==> src/rtl/cups_pkg.sv <==
// Shared constants for the write-back / register-file slice:
// write codes, the fixed R15 address and the RUN/EXC state encoding.
package cups_pkg;

    localparam logic [2:0] WB_NONE   = 3'b000;
    localparam logic [2:0] WB_ALU    = 3'b001;
    localparam logic [2:0] WB_LOAD   = 3'b010;
    localparam logic [2:0] WB_MULDIV = 3'b011;
    localparam logic [2:0] WB_SWAP   = 3'b100;

    localparam logic [3:0] R15_ADDR = 4'hF;

    typedef enum logic {
        ST_RUN = 1'b0,
        ST_EXC = 1'b1
    } wbState_e;

    // Codes 001..100 are the ones that write and can raise overflow; 101..111 are reserved.
    function automatic logic isWriteCode(input logic [2:0] code);
        logic res;
        case (code)
            WB_ALU, WB_LOAD, WB_MULDIV, WB_SWAP: res = 1'b1;
            default:                             res = 1'b0;
        endcase
        return res;
    endfunction

endpackage

==> src/rtl/wb_regfile_if.sv <==
// MEM/WB bundle, decode-stage read ports and exception handshake of wb_regfile.
interface wb_regfile_if #(
    parameter int W = 16
);
    logic [W-1:0] wbALUout;
    logic [W-1:0] wbRD;
    logic [W-1:0] wbRD1;
    logic [W-1:0] wbRD15;
    logic [3:0]   wbOP1;
    logic [3:0]   wbOP2;
    logic [2:0]   wbregWrite;
    logic         wbF;
    logic         of;
    logic [3:0]   ra1;
    logic [3:0]   ra2;
    logic [W-1:0] rdata1;
    logic [W-1:0] rdata2;
    logic [W-1:0] r15data;
    logic         exc;
    logic [3:0]   exc_reg;
    logic         exc_ack;

    modport master (
        output wbALUout, wbRD, wbRD1, wbRD15, wbOP1, wbOP2, wbregWrite, wbF, of,
        output ra1, ra2, exc_ack,
        input  rdata1, rdata2, r15data, exc, exc_reg
    );

    modport slave (
        input  wbALUout, wbRD, wbRD1, wbRD15, wbOP1, wbOP2, wbregWrite, wbF, of,
        input  ra1, ra2, exc_ack,
        output rdata1, rdata2, r15data, exc, exc_reg
    );

endinterface

==> src/rtl/wb_regfile_regfile16.sv <==
// 16 x W register array with two prioritised write ports (A beats B on the
// same address) and three raw asynchronous read ports.
module regfile16 #(
    parameter int W = 16
) (
    input  logic         clk,
    input  logic         reset,
    input  logic         weA,
    input  logic [3:0]   waA,
    input  logic [W-1:0] wdA,
    input  logic         weB,
    input  logic [3:0]   waB,
    input  logic [W-1:0] wdB,
    input  logic [3:0]   raddr0,
    input  logic [3:0]   raddr1,
    input  logic [3:0]   raddr2,
    output logic [W-1:0] rdata0,
    output logic [W-1:0] rdata1,
    output logic [W-1:0] rdata2
);

    logic [W-1:0] mem_r [16];

    // Array update: port A has priority over port B when both hit one register.
    always_ff @(posedge clk or posedge reset) begin
        if (reset) begin
            for (int i = 0; i < 16; i++) begin
                mem_r[i] <= {W{1'b0}};
            end
        end else begin
            for (int i = 0; i < 16; i++) begin
                if (weA && (waA == 4'(i))) begin
                    mem_r[i] <= wdA;
                end else if (weB && (waB == 4'(i))) begin
                    mem_r[i] <= wdB;
                end else begin
                    mem_r[i] <= mem_r[i];
                end
            end
        end
    end

    assign rdata0 = mem_r[raddr0];
    assign rdata1 = mem_r[raddr1];
    assign rdata2 = mem_r[raddr2];

endmodule

==> src/rtl/wb_regfile.sv <==
// Write-back stage: decodes the MEM/WB bundle into two prioritised write ports,
// tracks the sticky overflow exception and bypasses committing writes to reads.
module wb_regfile
    import cups_pkg::*;
#(
    parameter int W      = 16,
    parameter bit EXC_EN = 1'b1
) (
    input logic         clk,
    input logic         reset,
    wb_regfile_if.slave bus
);

    wbState_e     state_r;
    wbState_e     stateNext_s;
    logic         exc_r;
    logic         excNext_s;
    logic [3:0]   excReg_r;
    logic [3:0]   excRegNext_s;

    logic         ovfTrig_s;
    logic         commit_s;
    logic         weA_s;
    logic [3:0]   waA_s;
    logic [W-1:0] wdA_s;
    logic         weB_s;
    logic [3:0]   waB_s;
    logic [W-1:0] wdB_s;

    logic [W-1:0] raw1_s;
    logic [W-1:0] raw2_s;
    logic [W-1:0] raw15_s;

    // Decide whether this WB instruction commits, overflows, or is ignored.
    always_comb begin
        ovfTrig_s = 1'b0;
        commit_s  = 1'b0;
        if ((state_r == ST_RUN) && !bus.wbF && isWriteCode(bus.wbregWrite)) begin
            if (EXC_EN && bus.of) begin
                ovfTrig_s = 1'b1;
            end else begin
                commit_s = 1'b1;
            end
        end else begin
            ovfTrig_s = 1'b0;
            commit_s  = 1'b0;
        end
    end

    // Map write codes onto ports; R15 side result and the swap primary go on port A.
    always_comb begin
        weA_s = 1'b0;
        waA_s = bus.wbOP1;
        wdA_s = bus.wbALUout;
        weB_s = 1'b0;
        waB_s = bus.wbOP2;
        wdB_s = bus.wbRD1;
        case (bus.wbregWrite)
            WB_ALU: begin
                weA_s = commit_s;
            end
            WB_LOAD: begin
                weA_s = commit_s;
                wdA_s = bus.wbRD;
            end
            WB_MULDIV: begin
                weA_s = commit_s;
                waA_s = R15_ADDR;
                wdA_s = bus.wbRD15;
                weB_s = commit_s;
                waB_s = bus.wbOP1;
                wdB_s = bus.wbALUout;
            end
            WB_SWAP: begin
                weA_s = commit_s;
                weB_s = commit_s;
            end
            default: begin
                weA_s = 1'b0;
                weB_s = 1'b0;
            end
        endcase
    end

    regfile16 #(.W(W)) uArray (
        .clk    (clk),
        .reset  (reset),
        .weA    (weA_s),
        .waA    (waA_s),
        .wdA    (wdA_s),
        .weB    (weB_s),
        .waB    (waB_s),
        .wdB    (wdB_s),
        .raddr0 (bus.ra1),
        .raddr1 (bus.ra2),
        .raddr2 (R15_ADDR),
        .rdata0 (raw1_s),
        .rdata1 (raw2_s),
        .rdata2 (raw15_s)
    );

    function automatic logic [W-1:0] bypass(input logic [3:0] addr, input logic [W-1:0] raw);
        logic [W-1:0] res;
        if (weA_s && (waA_s == addr)) begin
            res = wdA_s;
        end else if (weB_s && (waB_s == addr)) begin
            res = wdB_s;
        end else begin
            res = raw;
        end
        return res;
    endfunction

    // Same-cycle forwarding with the array's own write priority.
    always_comb begin
        bus.rdata1  = raw1_s;
        bus.rdata2  = raw2_s;
        bus.r15data = raw15_s;
        bus.rdata1  = bypass(bus.ra1, raw1_s);
        bus.rdata2  = bypass(bus.ra2, raw2_s);
        bus.r15data = bypass(R15_ADDR, raw15_s);
    end

    // State and exception registers.
    always_ff @(posedge clk or posedge reset) begin
        if (reset) begin
            state_r  <= ST_RUN;
            exc_r    <= 1'b0;
            excReg_r <= 4'h0;
        end else begin
            state_r  <= stateNext_s;
            exc_r    <= excNext_s;
            excReg_r <= excRegNext_s;
        end
    end

    // RUN/EXC transitions; an ack in EXC wins over any overflow that cycle.
    always_comb begin
        stateNext_s  = state_r;
        excNext_s    = exc_r;
        excRegNext_s = excReg_r;
        case (state_r)
            ST_RUN: begin
                if (ovfTrig_s) begin
                    stateNext_s  = ST_EXC;
                    excNext_s    = 1'b1;
                    excRegNext_s = bus.wbOP1;
                end else begin
                    stateNext_s = ST_RUN;
                end
            end
            ST_EXC: begin
                if (bus.exc_ack) begin
                    stateNext_s = ST_RUN;
                    excNext_s   = 1'b0;
                end else begin
                    stateNext_s = ST_EXC;
                end
            end
            default: begin
                stateNext_s = ST_RUN;
                excNext_s   = 1'b0;
            end
        endcase
    end

    assign bus.exc     = exc_r;
    assign bus.exc_reg = excReg_r;

endmodule

==> src/flat_wrapper.sv <==
// flat-port wrapper written by rule: the top's interface ports become plain ports
module wb_regfile_flat import cups_pkg::*;
#(
    parameter int W      = 16,
    parameter bit EXC_EN = 1'b1
)
  (clk, reset, bus_wbALUout, bus_wbRD, bus_wbRD1, bus_wbRD15, bus_wbOP1, bus_wbOP2, bus_wbregWrite, bus_wbF, bus_of, bus_ra1, bus_ra2, bus_exc_ack, bus_rdata1, bus_rdata2, bus_r15data, bus_exc, bus_exc_reg);
  wb_regfile_if #(.W(W)) bus_i ();
  input logic clk;
  input logic reset;
  input wire logic [$bits(bus_i.wbALUout)-1:0] bus_wbALUout;
  input wire logic [$bits(bus_i.wbRD)-1:0] bus_wbRD;
  input wire logic [$bits(bus_i.wbRD1)-1:0] bus_wbRD1;
  input wire logic [$bits(bus_i.wbRD15)-1:0] bus_wbRD15;
  input wire logic [$bits(bus_i.wbOP1)-1:0] bus_wbOP1;
  input wire logic [$bits(bus_i.wbOP2)-1:0] bus_wbOP2;
  input wire logic [$bits(bus_i.wbregWrite)-1:0] bus_wbregWrite;
  input wire logic [$bits(bus_i.wbF)-1:0] bus_wbF;
  input wire logic [$bits(bus_i.of)-1:0] bus_of;
  input wire logic [$bits(bus_i.ra1)-1:0] bus_ra1;
  input wire logic [$bits(bus_i.ra2)-1:0] bus_ra2;
  input wire logic [$bits(bus_i.exc_ack)-1:0] bus_exc_ack;
  output wire logic [$bits(bus_i.rdata1)-1:0] bus_rdata1;
  output wire logic [$bits(bus_i.rdata2)-1:0] bus_rdata2;
  output wire logic [$bits(bus_i.r15data)-1:0] bus_r15data;
  output wire logic [$bits(bus_i.exc)-1:0] bus_exc;
  output wire logic [$bits(bus_i.exc_reg)-1:0] bus_exc_reg;
  assign bus_i.wbALUout = bus_wbALUout;
  assign bus_i.wbRD = bus_wbRD;
  assign bus_i.wbRD1 = bus_wbRD1;
  assign bus_i.wbRD15 = bus_wbRD15;
  assign bus_i.wbOP1 = bus_wbOP1;
  assign bus_i.wbOP2 = bus_wbOP2;
  assign bus_i.wbregWrite = bus_wbregWrite;
  assign bus_i.wbF = bus_wbF;
  assign bus_i.of = bus_of;
  assign bus_i.ra1 = bus_ra1;
  assign bus_i.ra2 = bus_ra2;
  assign bus_i.exc_ack = bus_exc_ack;
  assign bus_rdata1 = bus_i.rdata1;
  assign bus_rdata2 = bus_i.rdata2;
  assign bus_r15data = bus_i.r15data;
  assign bus_exc = bus_i.exc;
  assign bus_exc_reg = bus_i.exc_reg;
  wb_regfile #(.W(W), .EXC_EN(EXC_EN)) u_core (.clk(clk), .reset(reset), .bus(bus_i));
endmodule
==> config.mk <==
export PLATFORM = sky130hd
export DESIGN_NAME = wb_regfile_flat
export DESIGN_NICKNAME = d
export VERILOG_FILES = /design/src/rtl/cups_pkg.sv /design/src/rtl/wb_regfile_if.sv /design/src/rtl/wb_regfile_regfile16.sv /design/src/rtl/wb_regfile.sv /design/src/flat_wrapper.sv
export SDC_FILE = /design/constraint.sdc
export NUM_CORES = 1
export LEC_CHECK = 0
export BUFFER_PORTS_ARGS = -buffer_cell sky130_fd_sc_hd__buf_2
export CORE_ASPECT_RATIO = 0.7
export CORE_MARGIN = 10
export CORE_UTILIZATION = 55
export CTS_CLUSTER_SIZE = 30
export DETAILED_ROUTE_END_ITERATION = 8
export GPL_TIMING_DRIVEN = 0
export PLACE_DENSITY = 0.8
export SLEW_MARGIN = 30
export SYNTH_ARGS = -nofsm -noshare
export SYNTH_HDL_FRONTEND = slang
export SYNTH_SLANG_ARGS = --single-unit
==> constraint.sdc <==
create_clock -name clk -period 10.75 [get_ports clk]
set_input_delay 0.5375 -clock clk [delete_from_list [all_inputs] [get_ports clk]]
set_output_delay 0.5375 -clock clk [all_outputs]
set_load 0.01 [all_outputs]
==> impl_metrics.env, run 1 <==
export IMPL_status="complete, no violations"
export IMPL_r2r_end="u_core.uArray.mem_r[133]"
export IMPL_path_clk_slew_ns=0.06
export IMPL_syn_area_um2=18400
export IMPL_yosys_area_top_type="dfrtp_1"
export IMPL_synthToLayoutAreaGrowth_pct=11.6
export IMPL_final_cell_area_um2=20500
export IMPL_ant_nets=0
export IMPL_synth_compound_area_frac=0.0999
export IMPL_cp_end_kind="output pin"
export IMPL_routed_wl_mm=67.7
export IMPL_worst_slew_pin_slew_ns=1.10
export IMPL_power_density_nw_per_um2=164
export IMPL_finalHoldViolCount=0
export IMPL_placed_area_um2=19700
export IMPL_mostFrequentLayoutCells="mux2i_1, dfrtp_1, nand2_1, buf_2, mux4_2"
export IMPL_clk_path_buf_depth=3
export IMPL_r2r_cells=6
export IMPL_antenna_found_initial=1
export IMPL_async_reset_ff_frac=1.00
export IMPL_grt_max_degree=94
export IMPL_cts_htree_levels=1
export IMPL_synthMuxAreaShare=0.401
export IMPL_grt_usage=0.321
export IMPL_drtPass1Iterations=7
export IMPL_synth_simple_area_share=0.0917
export IMPL_syn_num_nets=1743
export IMPL_cp_cell_sequence="clkbuf_1 -> clkbuf_1 -> o211ai_1 -> mux2i_2 -> clkbuf_1 -> a31oi_1 -> a22oi_1 -> buf_2"
export IMPL_multi_input_area_um2=11000
export IMPL_cp_slowest_cell="clkbuf_1"
export IMPL_ff_latch_area_um2=6560
export IMPL_synth_area_leaders="dfrtp_1, mux2i_1, mux4_2, nand2_1, o21ai_0"
export IMPL_postCtsHoldBufs=0
export IMPL_fmax_mhz=222
export IMPL_critPathKind="in2out"
export IMPL_drv_slew=0
export IMPL_dieWidth_um=239
export IMPL_drive_gt1_frac=0.241
export IMPL_grt_overflow=0
export IMPL_die_y_um=173
export IMPL_p_leak_nw=8.99
export IMPL_cts_made_buffers=27
export IMPL_worstSetupStartpoint="bus_ra2[1]"
export IMPL_synth_ff_type="dfrtp_1"
export IMPL_path_common_cell="clkbuf_1"
export IMPL_largest_reg_flops=256
export IMPL_portBuffers=133
export IMPL_slew_headroom=0.264
export IMPL_pwr_share_seq=0.422
export IMPL_min_path_type="in2async"
export IMPL_viasPerCell=7.01
export IMPL_fin_crit_sh=0.419
export IMPL_layout_commonest_cell="mux2i_1"
export IMPL_synth_top_cell_area_share=0.356
export IMPL_postSynthCellCount=1655
export IMPL_avgSynthCellArea_um2=11.1
export IMPL_fin_crit_ns=4.51
export IMPL_cp_slowest_stage_delay_ns=0.88
export IMPL_n_antenna_cell=0
export IMPL_grt_pass1_wl_mm=100
export IMPL_ys_seq_area_frac=0.356
export IMPL_utilization=0.629
export IMPL_coreArea_um2=32700
export IMPL_final_setup_viol_count=0
export IMPL_synth_edf_count=0
export IMPL_fin_nets=1907
export IMPL_initial_core_util=0.563
export IMPL_dp_hpwl_mm=51.9
export IMPL_dieArea_um2=41300
export IMPL_worst_ep_arrival_time_ns=3.97
export IMPL_vias=15854
export IMPL_ios=141
export IMPL_switchingPower_mw=1.18
export IMPL_yosys_warnings=0
export IMPL_wl_per_cell_um=29.9
export IMPL_num_fill_cells=2544
export IMPL_worstPathBufferInverterCount=4
export IMPL_clockPowerShare=0.289
export IMPL_grt_pass1_vias=15467
export IMPL_synth_cell_types=64
export IMPL_p_sw_frac=0.350
export IMPL_finClkSkew_ns=0.0140
export IMPL_r2r_start="u_core.state_r"
export IMPL_num_rows=55
export IMPL_route_detailed_drc=0
export IMPL_path_delay_family="buffers and inverters"
export IMPL_p_int_mw=2.19
export IMPL_cts_repair_resized=0
export IMPL_crit_path_end="bus_rdata2[9]"
export IMPL_cts_tree="yes"
export IMPL_ys_ff_latch=262
export IMPL_ir_worst_vdd_uv=110
export IMPL_combPwrFrac=0.289
export IMPL_cp_depth=8
export IMPL_rsz0062_at_grt="false"
export IMPL_path_max_fanout=10
export IMPL_synth_adder_area_share=0
export IMPL_clk_latency_ns=0.57
export IMPL_cts_setup_buffers=0
export IMPL_reg2reg_slack_ns=7.86
export IMPL_power_total_mw=3.37
export IMPL_synth_top_family_by_area="multiplexers"
export IMPL_place_gp_congestion=1.09
export IMPL_synth_xor_area_share=0.00381
export IMPL_critPathLaunchType="input pin"
export IMPL_required_ns=10.21
export IMPL_drv_cap=0
export IMPL_cts_num_sinks=262
export IMPL_root_buffer="clkbuf_16"
export IMPL_first_iter_violations=2516
==> worst min-delay path by stage <==
stage | end | slack [ns] | startpoint
floorplan | u_core.uArray.mem_r[49] | 0.46 | u_core.uArray.mem_r[49]
global route | u_core.uArray.mem_r[174] | 0.14 | reset
finish | u_core.uArray.mem_r[174] | 0.07 | reset
global placement | u_core.bus.exc_reg[3] | 0.48 | u_core.bus.exc_reg[3]
detailed placement | u_core.bus.exc_reg[3] | 0.49 | u_core.bus.exc_reg[3]
CTS | u_core.uArray.mem_r[174] | 0.10 | reset
==> layer usage <==
metal	vias up	GRT usage	share of wire
met5	-	0.0157	0.0015
met2	1302	0.442	0.41
li1	6497	-	-
met3	149	0.154	0.18
met1	7902	0.439	0.38
met4	4	0.0836	0.029
==> power by group through the flow <==
stage	sequential, mW	combinational [mW]	clock (mW)
6_report	1.42	0.975	0.973
5_1_grt	1.43	1.04	1.00
4_1_cts	1.40	0.943	0.965
3_5_place_dp	1.41	0.935	0
3_3_place_gp	1.39	0.898	0
2_1_floorplan	1.32	0.647	0
==> per-stage QoR <==
step / instances / TNS, ns / hold slack [ns] / worst slack [ns]
2_1_floorplan: 1655 / 0 / 0.462 / 3.00
3_3_place_gp: 2215 / -0.233 / 0.481 / -0.00594
3_5_place_dp: 2217 / 0 / 0.490 / 6.50
4_1_cts: 2262 / 0 / 0.103 / 6.47
5_1_grt: 2262 / 0 / 0.139 / 6.24
6_report: 2262 / 0 / 0.0717 / 6.24
==> synth_stat cells, drive strengths merged (17+ instances only) <==
library cell / count
mux2i: 407
dfrtp: 262
nand2: 184
mux4: 144
o21ai: 109
nor2: 91
clkbuf: 90
a21oi: 86
buf: 77
a31oi: 34
a22oi: 33
a211oi: 18
o21a: 17
==> final cells by class <==
| class | instances | share of cell area |
|---|---|---|
| flip-flops and latches | 262 | 0.319 |
| repair buffers | 135 | 0.0351 |
| clock buffers | 34 | 0.0356 |
| multi-input cells | 1220 | 0.534 |
| clock inverters | 11 | 0.00658 |
| plain buffers | 167 | 0.0418 |
| inverters | 6 | 0.00146 |
| well taps | 427 | 0.0260 |
==> cell families (layout without fill, tap and decap cells) <==
| kind of cell | count (synthesis) | in the layout |
|---|---|---|
| flops | 262 | 262 |
| buf+inv | 173 | 353 |
| xor+xnor | 8 | 8 |
| compound gates | 308 | 308 |
| simple gates | 348 | 348 |
| mux | 556 | 556 |
(Power assumes the default switching activity.)
==> run 2: changes to the inputs <==
==> constraint.sdc (replaced) <==
create_clock -name clk -period 4.5 [get_ports clk]
set_input_delay 0.225 -clock clk [delete_from_list [all_inputs] [get_ports clk]]
set_output_delay 0.225 -clock clk [all_outputs]
set_load 0.01 [all_outputs]
==> run 2 against run 1 <==
Flip-flop and latch count unchanged. Global-route usage up 0.51 points. Count of clock-buffer cells in the layout up 3. Clock skew down 0.0031 ns. Critical path depth unchanged. Sequential power up 140%. Via count up 0.62%. First-iteration DRC count down 2.9%. Worst setup slack worse by 5.6 ns. Die area unchanged. Largest cell class unchanged. Largest power group unchanged.
==> impl_metrics.env, run 2 (synthesis gave the netlist of run 1 again) <==
export IMPL_drive_gt1_frac=0.247
export IMPL_cp_slowest_cell="mux2i_2"
export IMPL_grt_overflow=0
export IMPL_path_max_fanout=10
export IMPL_n_antenna_cell=0
export IMPL_finalHoldViolCount=0
export IMPL_num_fill_cells=2546
export IMPL_cts_repair_resized=0
export IMPL_drv_cap=0
export IMPL_r2r_start="u_core.state_r"
export IMPL_drv_slew=0
export IMPL_drtPass1Iterations=7
export IMPL_fin_crit_sh=0.860
export IMPL_post_place_ws_ns=0.946
export IMPL_cts_htree_levels=1
export IMPL_cts_setup_buffers=0
export IMPL_wl_met1_mm=26.5
export IMPL_path_common_cell="buf_2"
export IMPL_top_layer="met5"
export IMPL_wl_met2_mm=28.6
export IMPL_cts_num_sinks=262
export IMPL_mostFrequentLayoutCells="mux2i_1, dfrtp_1, nand2_1, buf_2, mux4_2"
export IMPL_fin_crit_ns=3.87
export IMPL_finClkSkew_ns=0.0109
export IMPL_first_iter_violations=2443
export IMPL_die_y_um=173
export IMPL_whs_ns=0.182
export IMPL_cts_tree="yes"
export IMPL_final_cell_area_um2=20800
export IMPL_num_rows=55
export IMPL_r2r_end="u_core.uArray.mem_r[124]"
export IMPL_path_clk_slew_ns=0.07
export IMPL_placed_area_um2=19900
export IMPL_grt_pass1_vias=15833
export IMPL_met3_length_mm=12.1
export IMPL_status="complete, no violations"
export IMPL_route_detailed_drc=0
export IMPL_min_from="bus_wbALUout[4]"
export IMPL_worst_slew_pin_slew_ns=1.05
export IMPL_power_total_mw=8.11
export IMPL_cp_end_kind="output pin"
export IMPL_required_ns=4.28
export IMPL_ant_nets=0
export IMPL_power_density_nw_per_um2=389
export IMPL_dp_hpwl_mm=53.8
export IMPL_dieArea_um2=41300
export IMPL_final_instance_count_excl_fill=2278
export IMPL_fmax_mhz=258
export IMPL_critPathKind="reg2out"
export IMPL_finalWorstSetupSlack_ns=0.631
export IMPL_antenna_found_initial=3
export IMPL_clk_path_buf_depth=3
export IMPL_slew_headroom=0.300
export IMPL_portBuffers=133
export IMPL_utilization=0.637
export IMPL_grt_usage=0.326
export IMPL_largest_reg_flops=256
export IMPL_grt_max_degree=31
export IMPL_viasPerCell=7.00
export IMPL_dp_cells=2226
export IMPL_min_path_type="in2reg"
export IMPL_r2r_cells=7
export IMPL_grt_pass1_wl_mm=102
export IMPL_postCtsHoldBufs=2
export IMPL_fin_nets=1919
export IMPL_worstSetupStartpoint="u_core.state_r"
export IMPL_reg2reg_slack_ns=1.67
export IMPL_ff_latch_area_um2=6560
export IMPL_rsz0062_at_grt="false"
export IMPL_ios=141
export IMPL_wl_per_cell_um=30.4
export IMPL_critPathLaunchType="flop"
export IMPL_multi_input_area_um2=11000
export IMPL_p_leak_nw=9.12
export IMPL_dieWidth_um=239
export IMPL_layout_commonest_cell="mux2i_1"
export IMPL_cp_slowest_stage_delay_ns=0.61
export IMPL_clk_latency_ns=0.57
export IMPL_hold_end="u_core.uArray.mem_r[4]"
export IMPL_initial_core_util=0.563
export IMPL_final_setup_viol_count=0
export IMPL_cts_made_buffers=28
export IMPL_worst_ep_arrival_time_ns=3.64
export IMPL_routed_wl_mm=69.2
export IMPL_root_buffer="clkbuf_16"
export IMPL_synthToLayoutAreaGrowth_pct=13.1
export IMPL_worstHoldPathCells=5
export IMPL_ir_worst_vdd_uv=314
export IMPL_coreArea_um2=32700
export IMPL_vias=15952
export IMPL_cp_cell_sequence="nor3_2 -> o211ai_1 -> mux2i_2 -> nand4_1 -> buf_2 -> nand2_1 -> a22oi_1 -> buf_2"
export IMPL_tns_ns=0
export IMPL_place_gp_congestion=1.06
-- run 2: layout make-up --
cell class	instances	share of cell area
multi-input combinational	1220	0.527
sequential	262	0.315
timing repair buffer	146	0.0460
buffer	167	0.0412
clock buffer	37	0.0387
tap	427	0.0257
clock inverter	13	0.00487
inverter	6	0.00126
-- run 2: critical path: cells and delay by family, from the launching register on --
| family | cells | cell delay (ns) |
|---|---|---|
| simple gates | 3 | 1.09 |
| mux | 1 | 0.61 |
| buf+inv | 2 | 0.56 |
| flops | 1 | 0.45 |
| compound gates | 2 | 0.35 |
-- run 2: worst max-delay path by stage --
stage | to | slack, ns | cells past startpoint
after global routing | bus_rdata1[10] | 0.63 | 8
after CTS | bus_rdata2[9] | 0.66 | 7
after global placement | u_core.uArray.mem_r[5] | -0.88 | 2
final | bus_rdata1[10] | 0.63 | 8
after detailed placement | bus_rdata2[9] | 0.95 | 8
after floorplan | u_core.bus.exc | 0.82 | 1
-- run 2: layer usage --
metal / up-vias / track usage
li1: 6533 / -
met1: 7890 / 0.445
met2: 1369 / 0.454
met3: 154 / 0.154
met4: 6 / 0.0863
met5: - / 0
-- run 2: power by group --
group	switching [mW]	total [mW]	internal, mW
Sequential	0.557	3.42	2.86
Combinational	1.27	2.35	1.08
Clock	1.02	2.34	1.31
==> run 3: changes to the inputs <==
--- a/config.mk
+++ b/config.mk
@@ -12,7 +12,7 @@
 export CTS_CLUSTER_SIZE = 30
 export DETAILED_ROUTE_END_ITERATION = 8
 export GPL_TIMING_DRIVEN = 0
-export PLACE_DENSITY = 0.8
+export PLACE_DENSITY = 0.83
 export SLEW_MARGIN = 30
 export SYNTH_ARGS = -nofsm -noshare
 export SYNTH_HDL_FRONTEND = slang
==> constraint.sdc (replaced) <==
create_clock -name clk -period 3.1 [get_ports clk]
set_input_delay 0.155 -clock clk [delete_from_list [all_inputs] [get_ports clk]]
set_output_delay 0.155 -clock clk [all_outputs]
set_load 0.01 [all_outputs]
==> run 3 against run 2 <==
The run now ends with setup timing left. First-iteration DRC count up 7.0%. Count of clock-buffer cells in the layout up 1. Register-to-register slack worse by 1.3 ns. Global-route usage up 0.44 points. Worst hold slack worse by 0.10 ns. Final cell count up 0.40%. Critical path depth up 4. Sequential power up 44%. Clock power up 58%. Sequential share of layout area down 0.32 points. Largest power group unchanged.
==> impl_metrics.env, run 3 (synthesis gave the netlist of run 1 again) <==
export IMPL_critPathLaunchType="flop"
export IMPL_fmax_mhz=322
export IMPL_critPathKind="reg2out"
export IMPL_fin_nets=1927
export IMPL_ant_nets=0
export IMPL_drv_cap=0
export IMPL_p_leak_nw=9.23
export IMPL_grt_max_degree=31
export IMPL_cts_made_buffers=28
export IMPL_clk_latency_ns=0.58
export IMPL_coreArea_um2=32700
export IMPL_num_rows=55
export IMPL_worst_ep_arrival_time_ns=2.95
export IMPL_dp_hpwl_mm=53.9
export IMPL_clockPowerShare=0.306
export IMPL_required_ns=2.94
export IMPL_drtPass1Iterations=7
export IMPL_path_max_fanout=10
export IMPL_hold_end="u_core.uArray.mem_r[9]"
export IMPL_root_buffer="clkbuf_16"
export IMPL_n_antenna_cell=0
export IMPL_p_int_mw=7.87
export IMPL_first_iter_violations=2613
export IMPL_antenna_found_initial=0
export IMPL_ir_worst_vdd_uv=403
export IMPL_finalHoldViolCount=0
export IMPL_r2r_cells=5
export IMPL_portBuffers=133
export IMPL_worstHoldPathCells=5
export IMPL_combPwrFrac=0.286
export IMPL_mostFrequentLayoutCells="mux2i_1, dfrtp_1, nand2_1, buf_2, mux4_2"
export IMPL_slew_headroom=0.316
export IMPL_reg2reg_slack_ns=0.41
export IMPL_worst_slew_pin_slew_ns=1.02
export IMPL_cts_tree="yes"
export IMPL_drv_slew=0
export IMPL_wl_per_cell_um=30.9
export IMPL_status="finished with violations"
export IMPL_clk_path_buf_depth=3
export IMPL_dieArea_um2=41300
export IMPL_pwr_share_seq=0.408
export IMPL_fin_crit_ns=3.11
export IMPL_die_y_um=173
export IMPL_grt_usage=0.330
export IMPL_power_total_mw=12.1
export IMPL_switchingPower_mw=4.24
export IMPL_cts_htree_levels=1
export IMPL_min_from="bus_wbALUout[9]"
export IMPL_layout_commonest_cell="mux2i_1"
export IMPL_dieWidth_um=239
export IMPL_grt_pass1_vias=16085
export IMPL_cp_end_kind="output pin"
export IMPL_finClkSkew_ns=0.0121
export IMPL_routed_wl_mm=70.6
export IMPL_min_path_type="in2reg"
export IMPL_ios=141
export IMPL_final_setup_viol_count=1
export IMPL_place_gp_congestion=1.03
export IMPL_vias=16063
export IMPL_drive_gt1_frac=0.263
export IMPL_route_detailed_drc=0
export IMPL_power_density_nw_per_um2=575
export IMPL_p_sw_frac=0.350
export IMPL_utilization=0.644
export IMPL_grt_pass1_wl_mm=104
export IMPL_initial_core_util=0.563
export IMPL_r2r_end="u_core.uArray.mem_r[247]"
export IMPL_r2r_start="u_core.state_r"
export IMPL_largest_reg_flops=256
export IMPL_violations="setup timing"
export IMPL_path_clk_slew_ns=0.07
export IMPL_synthToLayoutAreaGrowth_pct=14.3
export IMPL_viasPerCell=7.02
export IMPL_cts_num_sinks=262
export IMPL_fin_crit_sh=1.00
export IMPL_finalWorstSetupSlack_ns=-0.00687
export IMPL_grt_overflow=0
==> run 3: cell types whose count changed in the layout (fill, tap and decap cells not counted), sizes merged <==
cell and change:
clkbuf +6, clkinv -6, buf +3, clkinvlp +3, bufinv +2, inv +1
==> run 3: power groups by stage <==
stage / clock, mW / combinational, mW / sequential [mW]
after detailed placement: 0 / 3.30 / 4.88
after floorplan: 0 / 2.24 / 4.57
after CTS: 3.68 / 3.34 / 4.85
final: 3.70 / 3.47 / 4.94
after global routing: 3.80 / 3.67 / 4.97
after global placement: 0 / 3.14 / 4.81
==> run 3: worst max-delay path by stage <==
| stage | to | start | cells after the start |
|---|---|---|---|
| after CTS | bus_rdata2[0] | u_core.state_r | 8 |
| after floorplan | u_core.bus.exc | reset | 1 |
| final | bus_rdata1[12] | u_core.state_r | 12 |
| after global routing | bus_rdata1[12] | u_core.state_r | 11 |
| after global placement | u_core.uArray.mem_r[5] | reset | 2 |
| after detailed placement | bus_rdata2[7] | bus_ra2[1] | 8 |
==> run 3: cell type report <==
class,count,area (um^2)
clock buffer,38,840
inverter,6,26.3
sequential,262,6560
buffer,167,888
timing repair buffer,154,993
multi-input combinational,1220,11000
clock inverter,13,159
tap,427,534
fill,2520,11600
==> run 3: critical path: stages (launching register included) <==
cell and delay (ns):
dfrtp_2 0.45, nor3_4 0.06, buf_4 0.16, o211ai_1 0.14, mux2i_4 0.12, buf_12 0.17, buf_4 0.13, nand4_1 0.06
buf_4 0.14, buf_2 0.23, nand2_1 0.10, a22oi_1 0.38, buf_2 0.23
==> run 3: routing by layer <==
layer,up-vias,share of wire,global-route usage
li1,6541,-,-
met3,181,0.17,0.166
met4,4,0.032,0.102
met1,7963,0.38,0.432
met2,1374,0.42,0.466
met5,-,0.00094,0.0109
==> run 3: through the flow <==
step / worst slack [ns] / area (um^2) / cells / TNS (ns) / hold slack (ns)
after floorplan: -0.511 / 18400 / 1655 / -133.76 / 0.251
after global placement: -2.14 / 19600 / 2215 / -560.75 / 0.350
after detailed placement: -0.406 / 19800 / 2225 / -6.08 / 0.220
after CTS: 0.0274 / 21000 / 2285 / 0 / 0.0780
after global routing: -0.00343 / 21000 / 2287 / -0.00343 / 0.119
final: -0.00687 / 21000 / 2287 / -0.00687 / 0.0813
==> run 3: repair_timing <==
item                                    CTS  global route
endpoints found under the setup margin   48            46
hold endpoints to repair                 77             0
pin swaps                                 3             2
gates resized for setup                  17            19
setup buffers                             7             2
hold buffers                              2             0
